--- config.mk ---
export PLATFORM = sky130hd
export DESIGN_NAME = nor_idle_monitor
export DESIGN_NICKNAME = d
export VERILOG_FILES = /design/src/rtl/nor_idle_monitor.sv
export SDC_FILE = /design/constraint.sdc
export NUM_CORES = 1
export LEC_CHECK = 0
export BUFFER_PORTS_ARGS = -buffer_cell sky130_fd_sc_hd__clkbuf_2
export CORE_MARGIN = 2
export CORE_UTILIZATION = 53
export DETAILED_ROUTE_END_ITERATION = 8
export PLACE_DENSITY_LB_ADDON = 0.12
export SLEW_MARGIN = 20
export SYNTH_ARGS = -nofsm -noshare
export SYNTH_HDL_FRONTEND = slang
export SYNTH_SLANG_ARGS = --single-unit
--- constraint.sdc ---
create_clock -name clk -period 2.3 [get_ports clk]
set_clock_uncertainty 0.15 [all_clocks]
set_input_delay 0.115 -clock clk [delete_from_list [all_inputs] [get_ports clk]]
set_output_delay 0.115 -clock clk [all_outputs]
set_load 0.02 [all_outputs]
--- src/rtl/nor_idle_monitor.sv ---
// ============================================================================
// Module   : nor_idle_monitor
// Purpose  : Qualifies the all-zero (NOR) request indication over time and
//            produces a registered idle level, entry/exit pulses, the current
//            zero-run length and a saturating wake-up event count.
// Revision : 1.0 - initial release
// ============================================================================
`default_nettype none

module nor_idle_monitor #(
  parameter int IDLE_CYCLES = 4,
  parameter int RUN_W       = 8,
  parameter int CNT_W       = 8
) (
  input  logic             clk,
  input  logic             rst,
  input  logic             en,
  input  logic             nor_in,
  input  logic             clr_count,
  output logic             idle,
  output logic             idle_rise,
  output logic             idle_fall,
  output logic [RUN_W-1:0] run_len,
  output logic [CNT_W-1:0] wake_count
);

  localparam logic [RUN_W-1:0] C_IDLE_THRESH = RUN_W'(IDLE_CYCLES);
  localparam logic [RUN_W-1:0] C_RUN_MAX     = {RUN_W{1'b1}};
  localparam logic [CNT_W-1:0] C_CNT_MAX     = {CNT_W{1'b1}};

  typedef enum logic [1:0] {
    ST_ACTIVE = 2'd0,
    ST_COUNT  = 2'd1,
    ST_IDLE   = 2'd2
  } state_t;

  state_t           r_state;
  state_t           w_state_nxt;
  logic             r_idle;
  logic             r_rise;
  logic             r_fall;
  logic [RUN_W-1:0] r_run;
  logic [CNT_W-1:0] r_wake;

  logic             w_idle_nxt;
  logic             w_rise_nxt;
  logic             w_fall_nxt;
  logic [RUN_W-1:0] w_run_nxt;
  logic [CNT_W-1:0] w_wake_nxt;
  logic [RUN_W-1:0] w_run_inc;
  logic             w_wake_evt;

  assign w_run_inc = (r_run == C_RUN_MAX) ? r_run : r_run + 1'b1;

  always_ff @(posedge clk) begin
    if (rst) begin
      r_state <= ST_ACTIVE;
      r_idle  <= 1'b0;
      r_rise  <= 1'b0;
      r_fall  <= 1'b0;
      r_run   <= '0;
      r_wake  <= '0;
    end else begin
      r_state <= w_state_nxt;
      r_idle  <= w_idle_nxt;
      r_rise  <= w_rise_nxt;
      r_fall  <= w_fall_nxt;
      r_run   <= w_run_nxt;
      r_wake  <= w_wake_nxt;
    end
  end

  // With en low everything holds and pulses drop; nor_in is not looked at,
  // so a gap in sampling never breaks a run in progress.
  always_comb begin
    w_state_nxt = r_state;
    w_idle_nxt  = r_idle;
    w_rise_nxt  = 1'b0;
    w_fall_nxt  = 1'b0;
    w_run_nxt   = r_run;
    w_wake_evt  = 1'b0;
    if (en) begin
      case (r_state)
        ST_ACTIVE: begin
          w_idle_nxt = 1'b0;
          if (nor_in) begin
            w_state_nxt = ST_COUNT;
            w_run_nxt   = {{(RUN_W-1){1'b0}}, 1'b1};
          end else begin
            w_run_nxt   = '0;
          end
        end
        ST_COUNT: begin
          w_idle_nxt = 1'b0;
          if (nor_in) begin
            w_run_nxt = w_run_inc;
            if (w_run_inc == C_IDLE_THRESH) begin
              w_state_nxt = ST_IDLE;
              w_idle_nxt  = 1'b1;
              w_rise_nxt  = 1'b1;
            end
          end else begin
            w_state_nxt = ST_ACTIVE;
            w_run_nxt   = '0;
          end
        end
        ST_IDLE: begin
          if (nor_in) begin
            w_idle_nxt = 1'b1;
            w_run_nxt  = w_run_inc;
          end else begin
            w_state_nxt = ST_ACTIVE;
            w_idle_nxt  = 1'b0;
            w_fall_nxt  = 1'b1;
            w_run_nxt   = '0;
            w_wake_evt  = 1'b1;
          end
        end
        default: begin
          w_state_nxt = ST_ACTIVE;
          w_idle_nxt  = 1'b0;
          w_run_nxt   = '0;
        end
      endcase
    end
  end

  // Clear has priority over a coincident wake event.
  always_comb begin
    w_wake_nxt = r_wake;
    if (clr_count) begin
      w_wake_nxt = '0;
    end else if (w_wake_evt && (r_wake != C_CNT_MAX)) begin
      w_wake_nxt = r_wake + 1'b1;
    end
  end

  assign idle       = r_idle;
  assign idle_rise  = r_rise;
  assign idle_fall  = r_fall;
  assign run_len    = r_run;
  assign wake_count = r_wake;

endmodule

`default_nettype wire

==> reports/qor.csv <==
stage;metric;value;unit
placed_design;place_ws;0.117;ns
global_routing;grt_max_degree;17;
setup_path;required;2.38;ns
cts;post_cts_buffers;0;
setup_path;reg2reg_from;run_len[1];
setup_path;endpoint_kind;flop;
timing;finalSetupViolations;0;
detailed_routing;drc;0;
cells_and_area;fillers;196;
synth;yosysWarnings;0;
cts;clock_sinks;21;
power;power_density;449;nW/µm²
die;ios;24;
global_routing;antenna_found_initial;0;
cells_and_area;syn2layout_area_growth;15.5;%
synth;syn_area;1170;µm²
synth;ys_seq_area_frac;0.359;
synth;synthCells;133;
timing;max_freq;0.467;GHz
synth;ys_async_sr_fraction;0;
timing;rsz0062_at_grt;false;
setup_path;critPathLaunchType;flop;
global_routing;grt_pass1_vias;971;
die;coreArea;2150;µm²
worst_hold_path;worstHoldPathType;input pin to flop;
power;p_int;455;µW
cells_and_area;drive_gt1_frac;0.223;
cells_and_area;nets;169;
die;fp.dieArea;2600;µm²
cts;worst_skew_pair.late_latency;0.32;ns
global_routing;grt_use_total;0.222;
synth;synth_top_area_share;0.359;
synth;synthFlopType;dfxtp_1;
worst_hold_path;min_from;rst;
detailed_routing;ant_nets;0;
synth;synth.distinct_cells;43;
synth;ys_top_cells_by_area;dfxtp_1 36%, ha_1 6.4%, nor2_1 4.2%;
cts;cts.path.max_buffers;2;
placed_design;place_congestion;0.893;
setup_path;worstPathMaxFanout;6;
outcome;status;completed;
power;swShare;0.250;
setup_path;arrival;2.23;ns
cts;cts_tree;done;
setup_path;r2r_setup_slack;0.16;ns
timing;worst_pin_slew;0.481;ns
power;leakage;0.495;nW
cts;cts_buffers;3;
timing;slew_headroom;0.676;
die;initial_core_util;0.545;
detailed_routing;drt_pass1_iterations;4;
synth;syn_avg_cell_area;8.80;µm²
synth;ys_ff_latch;21;
setup_path;critPathKind;flop to flop;
synth;yosysTopAreaCell;dfxtp_1;
timing;holdWs;0.00739;ns
timing;slew_violations;0;
timing;hold_viol;0;
cts;cts_root_buffer;clkbuf_4;
detailed_routing;num_vias;1126;
synth;synthesis.nets;144;
setup_path;crit_start;run_len[1];
cells_and_area;antenna_cells;0;
power;combPwrFrac;0.087;
run;max_cap_violations;0;
power;p_switching;152;µW
global_routing;grt_pass1_wl;4300;µm
power;p_clk_frac;0.307;
timing;finalSetupTns;0;ns
timing;fin_crit;2.14;ns
synth;synth_enable_flop_cells;0;
cts;clk_pin_slew;0.12;ns
die;rows;17;
power;seqPwrFrac;0.606;
power;peakVddDrop;0.265;mV
detailed_routing;totalWireLength;2640;µm
detailed_routing;drt_first_iter_violations;25;
cts;htreeDepth;1;
placed_design;dp_hpwl;1860;µm
die;die_x;51.0;µm
timing;setup_ws;0.157;ns
die;die_y;51.0;µm
detailed_routing;via_per_inst;6.09;
timing;fin_crit_sh;0.932;
placed_design;io_buffers;23;
global_routing;grt_overflow;0;
detailed_routing;wl_per_cell;14.3;µm
[synthesized netlist by cell type (2+ instances only)]
| library cell | number |
|---|---|
| nor2_1 | 13 |
| a21boi_0 | 2 |
| nand2_1 | 9 |
| xor2_1 | 5 |
| nand2b_1 | 3 |
| inv_1 | 2 |
| dfxtp_1 | 21 |
| o21ai_0 | 6 |
| clkbuf_1 | 4 |
| o31ai_1 | 3 |
| nand4_1 | 5 |
| o211ai_1 | 4 |
| nand3_1 | 5 |
| a211oi_1 | 6 |
| xnor2_1 | 2 |
| a311oi_1 | 2 |
| a21oi_1 | 8 |
| and3_1 | 2 |
| ha_1 | 6 |
| and2_1 | 2 |
[routing by layer]
layer | GRT usage | vias to the layer above | part of all wire | routed length [µm]
li1 | - | 551 | - | -
met1 | 0.291 | 521 | 0.46 | 1220
met2 | 0.333 | 47 | 0.46 | 1210
met3 | 0.0322 | 7 | 0.056 | 147
met4 | 0.153 | 0 | 0.026 | 68
met5 | 0 | - | 0 | 0
[timing repair]
item | in CTS | in global routing
resized for setup | 0 | 1
hold buffers | 2 | 0
hold endpoints to repair | 6 | 0
endpoints found under the setup margin | 0 | 1
[stage by stage]
stage	util	instances	area, µm²	power (mW)
3_3_place_gp	0.607	179	1300	0.425
3_5_place_dp	0.607	179	1300	0.426
4_1_cts	0.628	185	1350	0.614
2_1_floorplan	-	133	1170	0.411
5_1_grt	0.629	185	1350	0.631
6_report	0.629	185	1350	0.607
[kinds of logic after synthesis]
logic type | Yosys count | share of synthesized area
and+or+nand+nor | 51 | 0.258
AOI/OAI and AO/OA | 39 | 0.231
DFF | 21 | 0.359
buffers and inverters | 8 | 0.0267
xor gates and xnor gates | 7 | 0.0524
adders and majority gates | 6 | 0.0642
muxes | 1 | 0.00856
[power by group through the flow]
stage               clock [mW]  combinational [mW]  sequential [mW]
global route             0.204              0.0580            0.369
global placement             0              0.0488            0.376
floorplan                    0              0.0323            0.379
finish                   0.186              0.0528            0.368
CTS                      0.194              0.0523            0.368
detailed placement           0              0.0493            0.376
[critical path: stages, from the launching register on]
cell	delay [ns]
dfxtp_2	0.37
ha_1	0.29
or4b_4	0.50
nor4_4	0.35
nand3_1	0.14
a221oi_1	0.25
[registers in the layout, summed over array words and instances (netlist names)]
register and count:
idle 1, idle_rise 1, idle_fall 1, r_state 2, wake_count 8, run_len 8
[cell type report]
class | count | area, µm² | share of cell area
Multi-Input combinational cell | 104 | 718 | 0.531
Sequential cell | 21 | 422 | 0.312
Timing Repair Buffer | 26 | 143 | 0.106
Tap cell | 28 | 35.0 | 0.0259
Clock buffer | 4 | 26.3 | 0.0194
Inverter | 2 | 7.51 | 0.00556
[final timing paths]
kind / end / cells past startpoint
max: r_state[1] / 5
min: run_len[1] / 2
max reg2reg: r_state[1] / 5
min reg2reg: run_len[1] / 2
[cells in the final DEF (no fill, tap or decap), drive strengths merged, types with 2 or more instances in the layout]
cell type and instances:
dfxtp 21, nor2 13, and3 3, xnor2 2
a211oi 6, a21oi 8, and2 2, ha 6
o31ai 3, xor2 5, nand3 5, clkbuf 27
o211ai 4, a311oi 2, nand4 5, a21boi 2
dlygate4sd3 2, nand2b 3, o21ai 7, nand2 9
inv 2
(Power assumes the default switching activity.)
